--- src/rtl/inst_packer.sv ---
// -----------------------------------------------------------------------------
// inst_packer
// Packs decoded MIPS instruction fields into 32-bit words, buffers them in a
// small FIFO and presents each word with its word address to the
// instruction-memory write port.
//
// Parameters
//   DEPTH   FIFO entries (power of two, >= 2)
//   ADDR_W  width of the word-address counter (wraps silently)
//
// Ports
//   clk, rst_n        clock (rising edge), asynchronous active-low reset
//   flush             synchronous clear of FIFO, address and error flag
//   in_valid/in_ready field-set handshake (in_ready from registered count)
//   fmt               00 R, 01 I, 10 J, 11 illegal
//   op,rs,rt,rd,shamt,func,imm,index  instruction fields
//   out_valid/out_ready  head-word handshake
//   out_data          head word (0 when empty)
//   out_addr          word address of the head word
//   count             FIFO occupancy
//   err               sticky illegal-format flag
//
// Optional feature: define INST_PACK_CHECK_EN to drop fmt=11 words and raise
// the sticky err flag. Without it, fmt=11 packs as R-type and err is 0.
// -----------------------------------------------------------------------------
module inst_packer #(
   parameter int DEPTH  = 4,
   parameter int ADDR_W = 8
) (
   input  logic                       clk,
   input  logic                       rst_n,
   input  logic                       flush,
   input  logic                       in_valid,
   output logic                       in_ready,
   input  logic [1:0]                 fmt,
   input  logic [5:0]                 op,
   input  logic [4:0]                 rs,
   input  logic [4:0]                 rt,
   input  logic [4:0]                 rd,
   input  logic [4:0]                 shamt,
   input  logic [5:0]                 func,
   input  logic [15:0]                imm,
   input  logic [31:0]                index,
   output logic                       out_valid,
   input  logic                       out_ready,
   output logic [31:0]                out_data,
   output logic [ADDR_W-1:0]          out_addr,
   output logic [$clog2(DEPTH):0]     count,
   output logic                       err
);

   localparam int PTR_W = $clog2(DEPTH);
   localparam int CNT_W = PTR_W + 1;

   logic [31:0]       mem_q [DEPTH];
   logic [PTR_W-1:0]  wr_ptr_q, wr_ptr_d;
   logic [PTR_W-1:0]  rd_ptr_q, rd_ptr_d;
   logic [CNT_W-1:0]  count_q, count_d;
   logic [ADDR_W-1:0] addr_q, addr_d;
   logic [31:0]       word_d;
   logic              push_hs, pop_hs, wr_en;

   // Jump targets only carry 26 bits; the upper index bits are don't-care.
   logic              unused_index_hi;
   assign unused_index_hi = ^index[31:26];

   assign in_ready  = (count_q < CNT_W'(DEPTH));
   assign out_valid = (count_q != '0);
   assign out_data  = out_valid ? mem_q[rd_ptr_q] : 32'h0;
   assign out_addr  = addr_q;
   assign count     = count_q;

   assign push_hs = in_valid & in_ready;
   assign pop_hs  = out_valid & out_ready;

   always_comb begin
      word_d = {op, rs, rt, rd, shamt, func};
      case (fmt)
         2'b01:   word_d = {op, rs, rt, imm};
         2'b10:   word_d = {op, index[25:0]};
         default: word_d = {op, rs, rt, rd, shamt, func};
      endcase
   end

`ifdef INST_PACK_CHECK_EN
   logic err_q;
   logic illegal;

   // An illegal field set still completes its handshake but is never stored.
   assign illegal = push_hs & (fmt == 2'b11);
   assign wr_en   = push_hs & (fmt != 2'b11) & ~flush;
   assign err     = err_q;

   always_ff @(posedge clk or negedge rst_n) begin
      if (!rst_n) begin
         err_q <= 1'b0;
      end else if (flush) begin
         err_q <= 1'b0;
      end else if (illegal) begin
         err_q <= 1'b1;
      end
   end
`else
   assign wr_en = push_hs & ~flush;
   assign err   = 1'b0;
`endif

   always_comb begin
      wr_ptr_d = wr_ptr_q;
      rd_ptr_d = rd_ptr_q;
      count_d  = count_q;
      addr_d   = addr_q;
      if (flush) begin
         wr_ptr_d = '0;
         rd_ptr_d = '0;
         count_d  = '0;
         addr_d   = '0;
      end else begin
         if (wr_en) begin
            wr_ptr_d = wr_ptr_q + PTR_W'(1);
         end
         if (pop_hs) begin
            rd_ptr_d = rd_ptr_q + PTR_W'(1);
            addr_d   = addr_q + ADDR_W'(1);
         end
         count_d = count_q + CNT_W'(wr_en) - CNT_W'(pop_hs);
      end
   end

   always_ff @(posedge clk or negedge rst_n) begin
      if (!rst_n) begin
         wr_ptr_q <= '0;
         rd_ptr_q <= '0;
         count_q  <= '0;
         addr_q   <= '0;
      end else begin
         wr_ptr_q <= wr_ptr_d;
         rd_ptr_q <= rd_ptr_d;
         count_q  <= count_d;
         addr_q   <= addr_d;
      end
   end

   // Storage needs no reset: entries are only visible through count_q.
   always_ff @(posedge clk) begin
      if (wr_en) begin
         mem_q[wr_ptr_q] <= word_d;
      end
   end

endmodule
--- config.mk ---
export PLATFORM = sky130hd
export DESIGN_NAME = inst_packer
export DESIGN_NICKNAME = d
export VERILOG_FILES = /design/src/rtl/inst_packer.sv
export SDC_FILE = /design/constraint.sdc
export NUM_CORES = 1
export LEC_CHECK = 0
export ABC_CLOCK_PERIOD_IN_PS = 2300
export BUFFER_PORTS_ARGS = -buffer_cell sky130_fd_sc_hd__clkbuf_2
export CAP_MARGIN = 20
export CELL_PAD_IN_SITES_DETAIL_PLACEMENT = 1
export CELL_PAD_IN_SITES_GLOBAL_PLACEMENT = 2
export CORE_ASPECT_RATIO = 2
export CORE_MARGIN = 5
export CORE_UTILIZATION = 35
export CTS_CLUSTER_SIZE = 10
export DETAILED_ROUTE_END_ITERATION = 12
export GPL_TIMING_DRIVEN = 0
export PLACE_DENSITY_LB_ADDON = 0.1
export SETUP_SLACK_MARGIN = 0.4
export SYNTH_ARGS = -nofsm -noshare
export SYNTH_HDL_FRONTEND = slang
export SYNTH_SLANG_ARGS = --single-unit
--- constraint.sdc ---
create_clock -name clk -period 2.3 [get_ports clk]
set_clock_uncertainty 0.15 [all_clocks]
set_input_delay 0.345 -clock clk [delete_from_list [all_inputs] [get_ports clk]]
set_output_delay 0.345 -clock clk [all_outputs]
set_load 0.1 [all_outputs]
==> results of run 1 <==
-- cell usage after synthesis, drive strengths merged, types with 2 or more instances --
cell type and count:
nor2b 31, o21ai 18, mux4 32, ha 9, or4 2, or3 2, o31ai 3, a22o 10
a21oi 4, buf 8, dfrtp 15, edfxtp 128, a22oi 16, mux2i 2, o311ai 2, nor2 11
clkbuf 15, xnor2 4, and2 4, and2b 4, nand2 18, xor2 3, inv 12
-- power groups by stage --
stage / clock network (mW) / registers, mW / logic (mW)
2_1_floorplan: 0 / 3.43 / 4.30
3_3_place_gp: 0 / 3.22 / 5.34
3_5_place_dp: 0 / 3.24 / 5.36
4_1_cts: 2.84 / 3.19 / 7.39
5_1_grt: 2.97 / 3.19 / 7.76
6_report: 2.79 / 3.17 / 7.44
-- critical path: cells and delay by family (launching register included) --
kind                   cells  cell delay, ns
and+or+nand+nor            1            0.15
buffers and inverters      4            0.58
muxes                      1            0.50
DFF                        1            0.39
-- layout make-up --
type                            instances  area, um^2
Tap cell                              210       262.8
Timing Repair Buffer                  155        1675
Sequential cell                       143        4239
Buffer                                 23       231.5
Clock buffer                           17       425.4
Multi-Input combinational cell        188        2071
Fill cell                            1629        8143
Inverter                               12       50.05
Clock inverter                         15       173.9
-- through the flow --
stage          worst slack (ns)  hold WS [ns]  instance area, um^2  TNS, ns
2_1_floorplan           -0.3310       -0.1006                 6425   -1.188
3_3_place_gp            -0.4239        0.1425                 7308   -8.287
3_5_place_dp            -0.4089        0.1435                 7308   -10.68
4_1_cts                 -0.2416      0.004615                 8981   -6.041
5_1_grt                 -0.2996      0.006676                 9129   -7.686
6_report                -0.2196      0.008683                 9129   -5.302
-- final timing paths --
kind,start,cells after the start,to,slack [ns]
max,rd_ptr_q[0]$_DFFE_PN0P_,6,out_data[14],-0.22
min,op[2],1,mem_q[3][28]$_DFFE_PP_,0.009
max reg2reg,count[2]$_DFF_PN0_,11,count[2]$_DFF_PN0_,-0.07
min reg2reg,out_addr[1]$_DFFE_PN0P_,2,out_addr[1]$_DFFE_PN0P_,0.43
max in group asynchronous,rst_n,2,count[2]$_DFF_PN0_,1.42
min in group asynchronous,rst_n,2,out_addr[5]$_DFFE_PN0P_,0.24
-- flip-flops by register name, summed over array words and instances, names as in the netlist --
name,count
count,3
mem_q,128
out_addr,8
rd_ptr_q,2
wr_ptr_q,2
-- metal layers --
metal,routed length [um],GRT usage,vias up
li1,-,-,1771
met1,5624,0.1787,1934
met2,9636,0.3168,90
met3,565,0.03046,15
met4,226,0.05139,0
met5,0,0,-
-- logic make-up after synthesis --
kind of cell,Yosys count
buffers and inverters,35
XOR/XNOR,7
other,1
AND/OR/NAND/NOR,78
multiplexers,35
flip-flops,143
adder cells (fa/ha/maj),10
AO/OA/AOI/OAI,53
-- repair_timing --
| item | CTS | global route |
|---|---|---|
| endpoints found under the hold margin | 35 | 0 |
| resized for setup | 136 | 15 |
| buffers inserted | 13 | 10 |
| setup endpoints to repair | 190 | 66 |
| hold buffers | 6 | 0 |
| gates cloned | 6 | 0 |
| pin swaps | 7 | 5 |
==> impl_metrics.json, run 1 <==
{
  "critPathCaptureType": "output pin",
  "grt_max_degree": 17,
  "synthAdderAreaFrac": 0.02168,
  "synth_top_family_by_area": "multiplexers",
  "max_slew_margin": 0.5994,
  "ys_seq_area_frac": 0.6896,
  "coreArea_um2": 17270,
  "violations": "setup timing",
  "cts_tree": "yes",
  "synth_fp_nets": 459,
  "cts_buffer_depth": 2,
  "ir_drop_v": 0.001113,
  "p_switching_mw": 5.569,
  "yosys.area.top_type_share": 0.6282,
  "synth_seq_cells": 143,
  "die_w_um": 103.5,
  "synth_edf_count": 128,
  "fin_util": 0.5285,
  "routed-via-count": 3810,
  "antenna_found_initial": 0,
  "insertedDiodeCount": 0,
  "drt.antenna.violating_nets": 0,
  "p_leak_nw": 3.496,
  "finalCriticalPeriod_ns": 2.520,
  "io_pins": 133,
  "outcome": "finished with violations",
  "final_layout_size_suffix_gt1_frac": 0.5262,
  "initial_utilization": 0.3542,
  "hpwl_mm": 9.945,
  "grt_pass1_wl_mm": 24.68,
  "period_share": 1.095,
  "drt-total-wl_mm": 16.05,
  "async_reset_ff_frac": 0.1049,
  "power_frac_seq": 0.237,
  "arrival_ns": 2.02,
  "synth-simple-area-share": 0.06871,
  "max_stage_delay_ns": 0.50,
  "slowest_stage": "mux4_2",
  "synth-xor-area-share": 0.01002,
  "dr.pass1.iters": 4,
  "synthCells": 362,
  "place_inst": 696,
  "clkPwrFrac": 0.208,
  "clock.fmax_mhz": 396.9,
  "power.density_nw_per_um2": 1468,
  "first_global_vias": 4351,
  "vias_per_cell": 4.993,
  "drv_cap": 0,
  "muxShareOfSynthArea": 0.1229,
  "final_cells": 763,
  "globalRouteOverflowTotal": 0,
  "worst_slew_pin_slew_ns": 0.5946,
  "hp-class": "in -> reg",
  "drtIter0Drc": 155,
  "start_kind": "flop",
  "critical_path_class": "reg -> out",
  "power.total_mw": 13.40,
  "cp_max_fo": 6,
  "grt_setup_unrepaired": "yes",
  "swShare": 0.4155,
  "synth_compound_area_frac": 0.06196,
  "clkLatencyLatePin_ns": 0.42,
  "place_congestion": 0.6949,
  "chipHeight_um": 197.0,
  "syn_to_final_growth_pct": 49.20,
  "synth_top_area_cell": "edfxtp_1",
  "path_common_cell": "buf_12",
  "ys_warn_count": 0,
  "drc": 0,
  "finalHoldViolCount": 0,
  "grt_util_all_layers": 0.1664,
  "die-area_um2": 20390,
  "worstPathCellList": "buf_12 > buf_12 > buf_16 > mux4_2 > nor2b_4 > clkbuf_16",
  "cp_data_required_time_ns": 1.80,
  "cts_root_buf": "clkbuf_16",
  "drv_slew": 0,
  "syn_area_per_cell_um2": 16.90,
  "final_cell_mix": "128 x edfxtp_1, 88 x clkbuf_2, 53 x clkbuf_16",
  "synth_area_um2": 6118,
  "final_common_cell": "edfxtp_1",
  "htreeDepth": 4,
  "internal_power_mw": 7.836,
  "yosys-top-cells-area": "edfxtp_1 63%, mux4_2 12%, dfrtp_1 6.1%",
  "p_comb_frac": 0.555,
  "yosys.cell_types.count": 36,
  "setup_violations": 33,
  "row_count": 68,
  "portBuffers": 124,
  "post_drt_wl_per_cell_um": 21.04,
  "ys.flop_type": "edfxtp_1",
  "clk_pin_slew_ns": 0.06,
  "fin_nets": 637,
  "setup_ws_ns": -0.2196,
  "cts.sinks": 143,
  "cts_buffers": 17
}
Note: power is estimated with default switching activity, not from simulation.
==> run 2: changes to the inputs <==
--- a/config.mk
+++ b/config.mk
@@ -7,2 +7,3 @@
 export LEC_CHECK = 0
+export ABC_AREA = 1
 export ABC_CLOCK_PERIOD_IN_PS = 2300
@@ -14,3 +15,3 @@
 export CORE_MARGIN = 5
-export CORE_UTILIZATION = 35
+export CORE_UTILIZATION = 31
 export CTS_CLUSTER_SIZE = 10
@@ -18,2 +19,3 @@
 export GPL_TIMING_DRIVEN = 0
+export HOLD_SLACK_MARGIN = 0.02
 export PLACE_DENSITY_LB_ADDON = 0.1
--- a/constraint.sdc
+++ b/constraint.sdc
@@ -4,2 +4,2 @@
 set_output_delay 0.345 -clock clk [all_outputs]
-set_load 0.1 [all_outputs]
+set_load 0.01 [all_outputs]
==> run 2 against run 1 <==
The flow now finishes without violations. Total power shrank 32%. Hold slack gained 0.098 ns. Register-to-register slack gained 0.44 ns. Design area shrank 3.2%. Cell count grew 39%. Critical endpoint is now out_data[13]. Largest cell class unchanged. Highest routed layer unchanged.
==> impl_metrics.json, run 2 <==
{
  "coreArea_um2": 20370,
  "setup_violations": 0,
  "largest_register_ffs": 128,
  "final_layout_size_suffix_gt1_frac": 0.3496,
  "use_met1": 0.1863,
  "die_w_um": 111.4,
  "cts_buffers": 17,
  "fin_area_um2": 8833,
  "grtUsageMet3": 0.03006,
  "setup_ws_ns": 0.01720,
  "period_share": 0.9925,
  "ys_warn_count": 0,
  "arrival_ns": 1.79,
  "htreeDepth": 4,
  "clkLatencyLatePin_ns": 0.42,
  "chipHeight_um": 212.9,
  "clk_pin_slew_ns": 0.06,
  "placed_cell_area_um2": 7506,
  "yosys.cell_types.count": 27,
  "row_count": 74,
  "post-place-ws_ns": -0.03002,
  "yosys.area.top_type_share": 0.6026,
  "fin_util": 0.4337,
  "worst_slew_pin_slew_ns": 0.6363,
  "portBuffers": 125,
  "drt-total-wl_mm": 21.20,
  "synth_area_um2": 6379,
  "dr.pass1.iters": 4,
  "top_register": "mem_q",
  "top_usage_layer": "met2",
  "synthCells": 606,
  "insertedDiodeCount": 0,
  "critical_path_class": "reg -> out",
  "final_cell_mix": "128 x edfxtp_1, 119 x nor2_1, 98 x clkbuf_2",
  "cts.sinks": 143,
  "tns_ns": 0,
  "final_cells": 1064,
  "syn_to_final_growth_pct": 38.49,
  "antenna_found_initial": 0,
  "cts_buffer_depth": 2,
  "fillers": 2319,
  "synth_top_area_cell": "edfxtp_1",
  "finalHoldViolCount": 0,
  "grt_setup_unrepaired": "yes",
  "yosys-top-cells-count": "143 x nor2_1, 128 x edfxtp_1, 67 x nand3_1",
  "syn_area_per_cell_um2": 10.53,
  "drt.antenna.violating_nets": 0,
  "cp_data_required_time_ns": 1.80,
  "p_leak_nw": 3.504,
  "yosys-top-cells-area": "edfxtp_1 60%, nor2_1 8.4%, dfrtp_1 5.9%",
  "yosysMostFrequentCell": "nor2_1",
  "outcome": "finished clean",
  "vias_per_cell": 4.900,
  "cp_max_fo": 7,
  "ir_drop_v": 0.0006891,
  "cts_tree": "yes",
  "ys_seq_area_frac": 0.6614,
  "drtIter0Drc": 290,
  "max_slew_margin": 0.5758,
  "place_congestion": 0.7654,
  "synth_edf_count": 128,
  "drc": 0,
  "hp-class": "in -> reg",
  "routed-via-count": 5214,
  "drv_cap": 0,
  "start_kind": "flop",
  "initial_utilization": 0.3131,
  "hpwl_mm": 14.74,
  "post_drt_wl_per_cell_um": 19.92,
  "die-area_um2": 23720,
  "power.density_nw_per_um2": 1038,
  "clock.fmax_mhz": 438.1,
  "ys.flop_type": "edfxtp_1",
  "drv_slew": 0,
  "first_global_vias": 5737,
  "critPathCaptureType": "output pin",
  "place_inst": 1001,
  "synth_fp_nets": 703,
  "use_met2": 0.3571,
  "power.total_mw": 9.165,
  "grt_max_degree": 26,
  "hold_ws_ns": 0.1063,
  "final_common_cell": "edfxtp_1",
  "cts_root_buf": "clkbuf_16",
  "async_reset_ff_frac": 0.1049,
  "fin_nets": 884,
  "finalCriticalPeriod_ns": 2.283,
  "globalRouteOverflowTotal": 0,
  "synth_seq_cells": 143,
  "grt_util_all_layers": 0.1786,
  "io_pins": 133,
  "grt_pass1_wl_mm": 32.17
}
==> run 2: worst max-delay path, stage by stage, from the launching register on <==
cell     delay, ns
dfrtp_2       0.44
buf_12        0.17
buf_8         0.14
buf_6         0.11
nor2_4        0.03
nor2_2        0.11
o21ai_2       0.06
a21oi_2       0.15
buf_2         0.15
==> run 2: timing repair <==
item                       CTS  global route
hold buffers                 8             0
hold endpoints to repair    41             0
pin swaps                   17            30
resized for setup           71            78
cloned                       1             3
setup endpoints to repair   70           107
setup buffers               15             6
==> run 2: layout make-up <==
type	instances	area (um^2)	share of cell area
inverters	27	115.1	0.01303
clock buffers	21	440.4	0.04986
clock inverters	9	71.32	0.008074
repair buffers	162	1147	0.1299
well taps	266	332.8	0.03768
plain buffers	39	394.1	0.04462
flip-flops and latches	143	4224	0.4782
multi-input cells	397	2108	0.2387
==> run 2: layer usage <==
| metal | vias to the layer above | routed length [um] |
|---|---|---|
| met3 | 21 | 608 |
| met1 | 2620 | 7846 |
| met4 | 0 | 342 |
| met5 | - | 0 |
| li1 | 2468 | - |
| met2 | 105 | 12400 |
==> run 2: final timing paths <==
path,start,to,slack [ns],cells after the start
worst max-delay path,rd_ptr_q[0]$_DFFE_PN0P_,out_data[13],0.02,8
min in group asynchronous,rst_n,out_addr[6]$_DFFE_PN0P_,0.25,2
worst min register to register,out_addr[1]$_DFFE_PN0P_,out_addr[1]$_DFFE_PN0P_,0.38,2
max in group asynchronous,rst_n,rd_ptr_q[0]$_DFFE_PN0P_,1.41,2
worst min-delay path,out_ready,rd_ptr_q[0]$_DFFE_PN0P_,0.11,3
worst max register to register,count[2]$_DFF_PN0_,count[1]$_DFF_PN0_,0.37,8
==> run 2: cells by family (layout without fill, tap and decap cells) <==
family / after synthesis / in the layout / synth area share
simple gates: 265 / 265 / 0.1709
other cells: 1 / 1 / 0.0005879
xor+xnor: 1 / 1 / 0.001373
compound gates: 120 / 120 / 0.09631
fa+ha+maj: 10 / 10 / 0.02079
flops: 143 / 143 / 0.6614
buf+inv: 66 / 258 / 0.04865
==> run 2: where the power goes <==
part,leakage [nW],internal (mW),switching [mW]
logic,1.88,1.47,2.09
registers,1.37,3.06,0.101
clock network,0.254,1.46,0.984
total,3.50,5.99,3.18
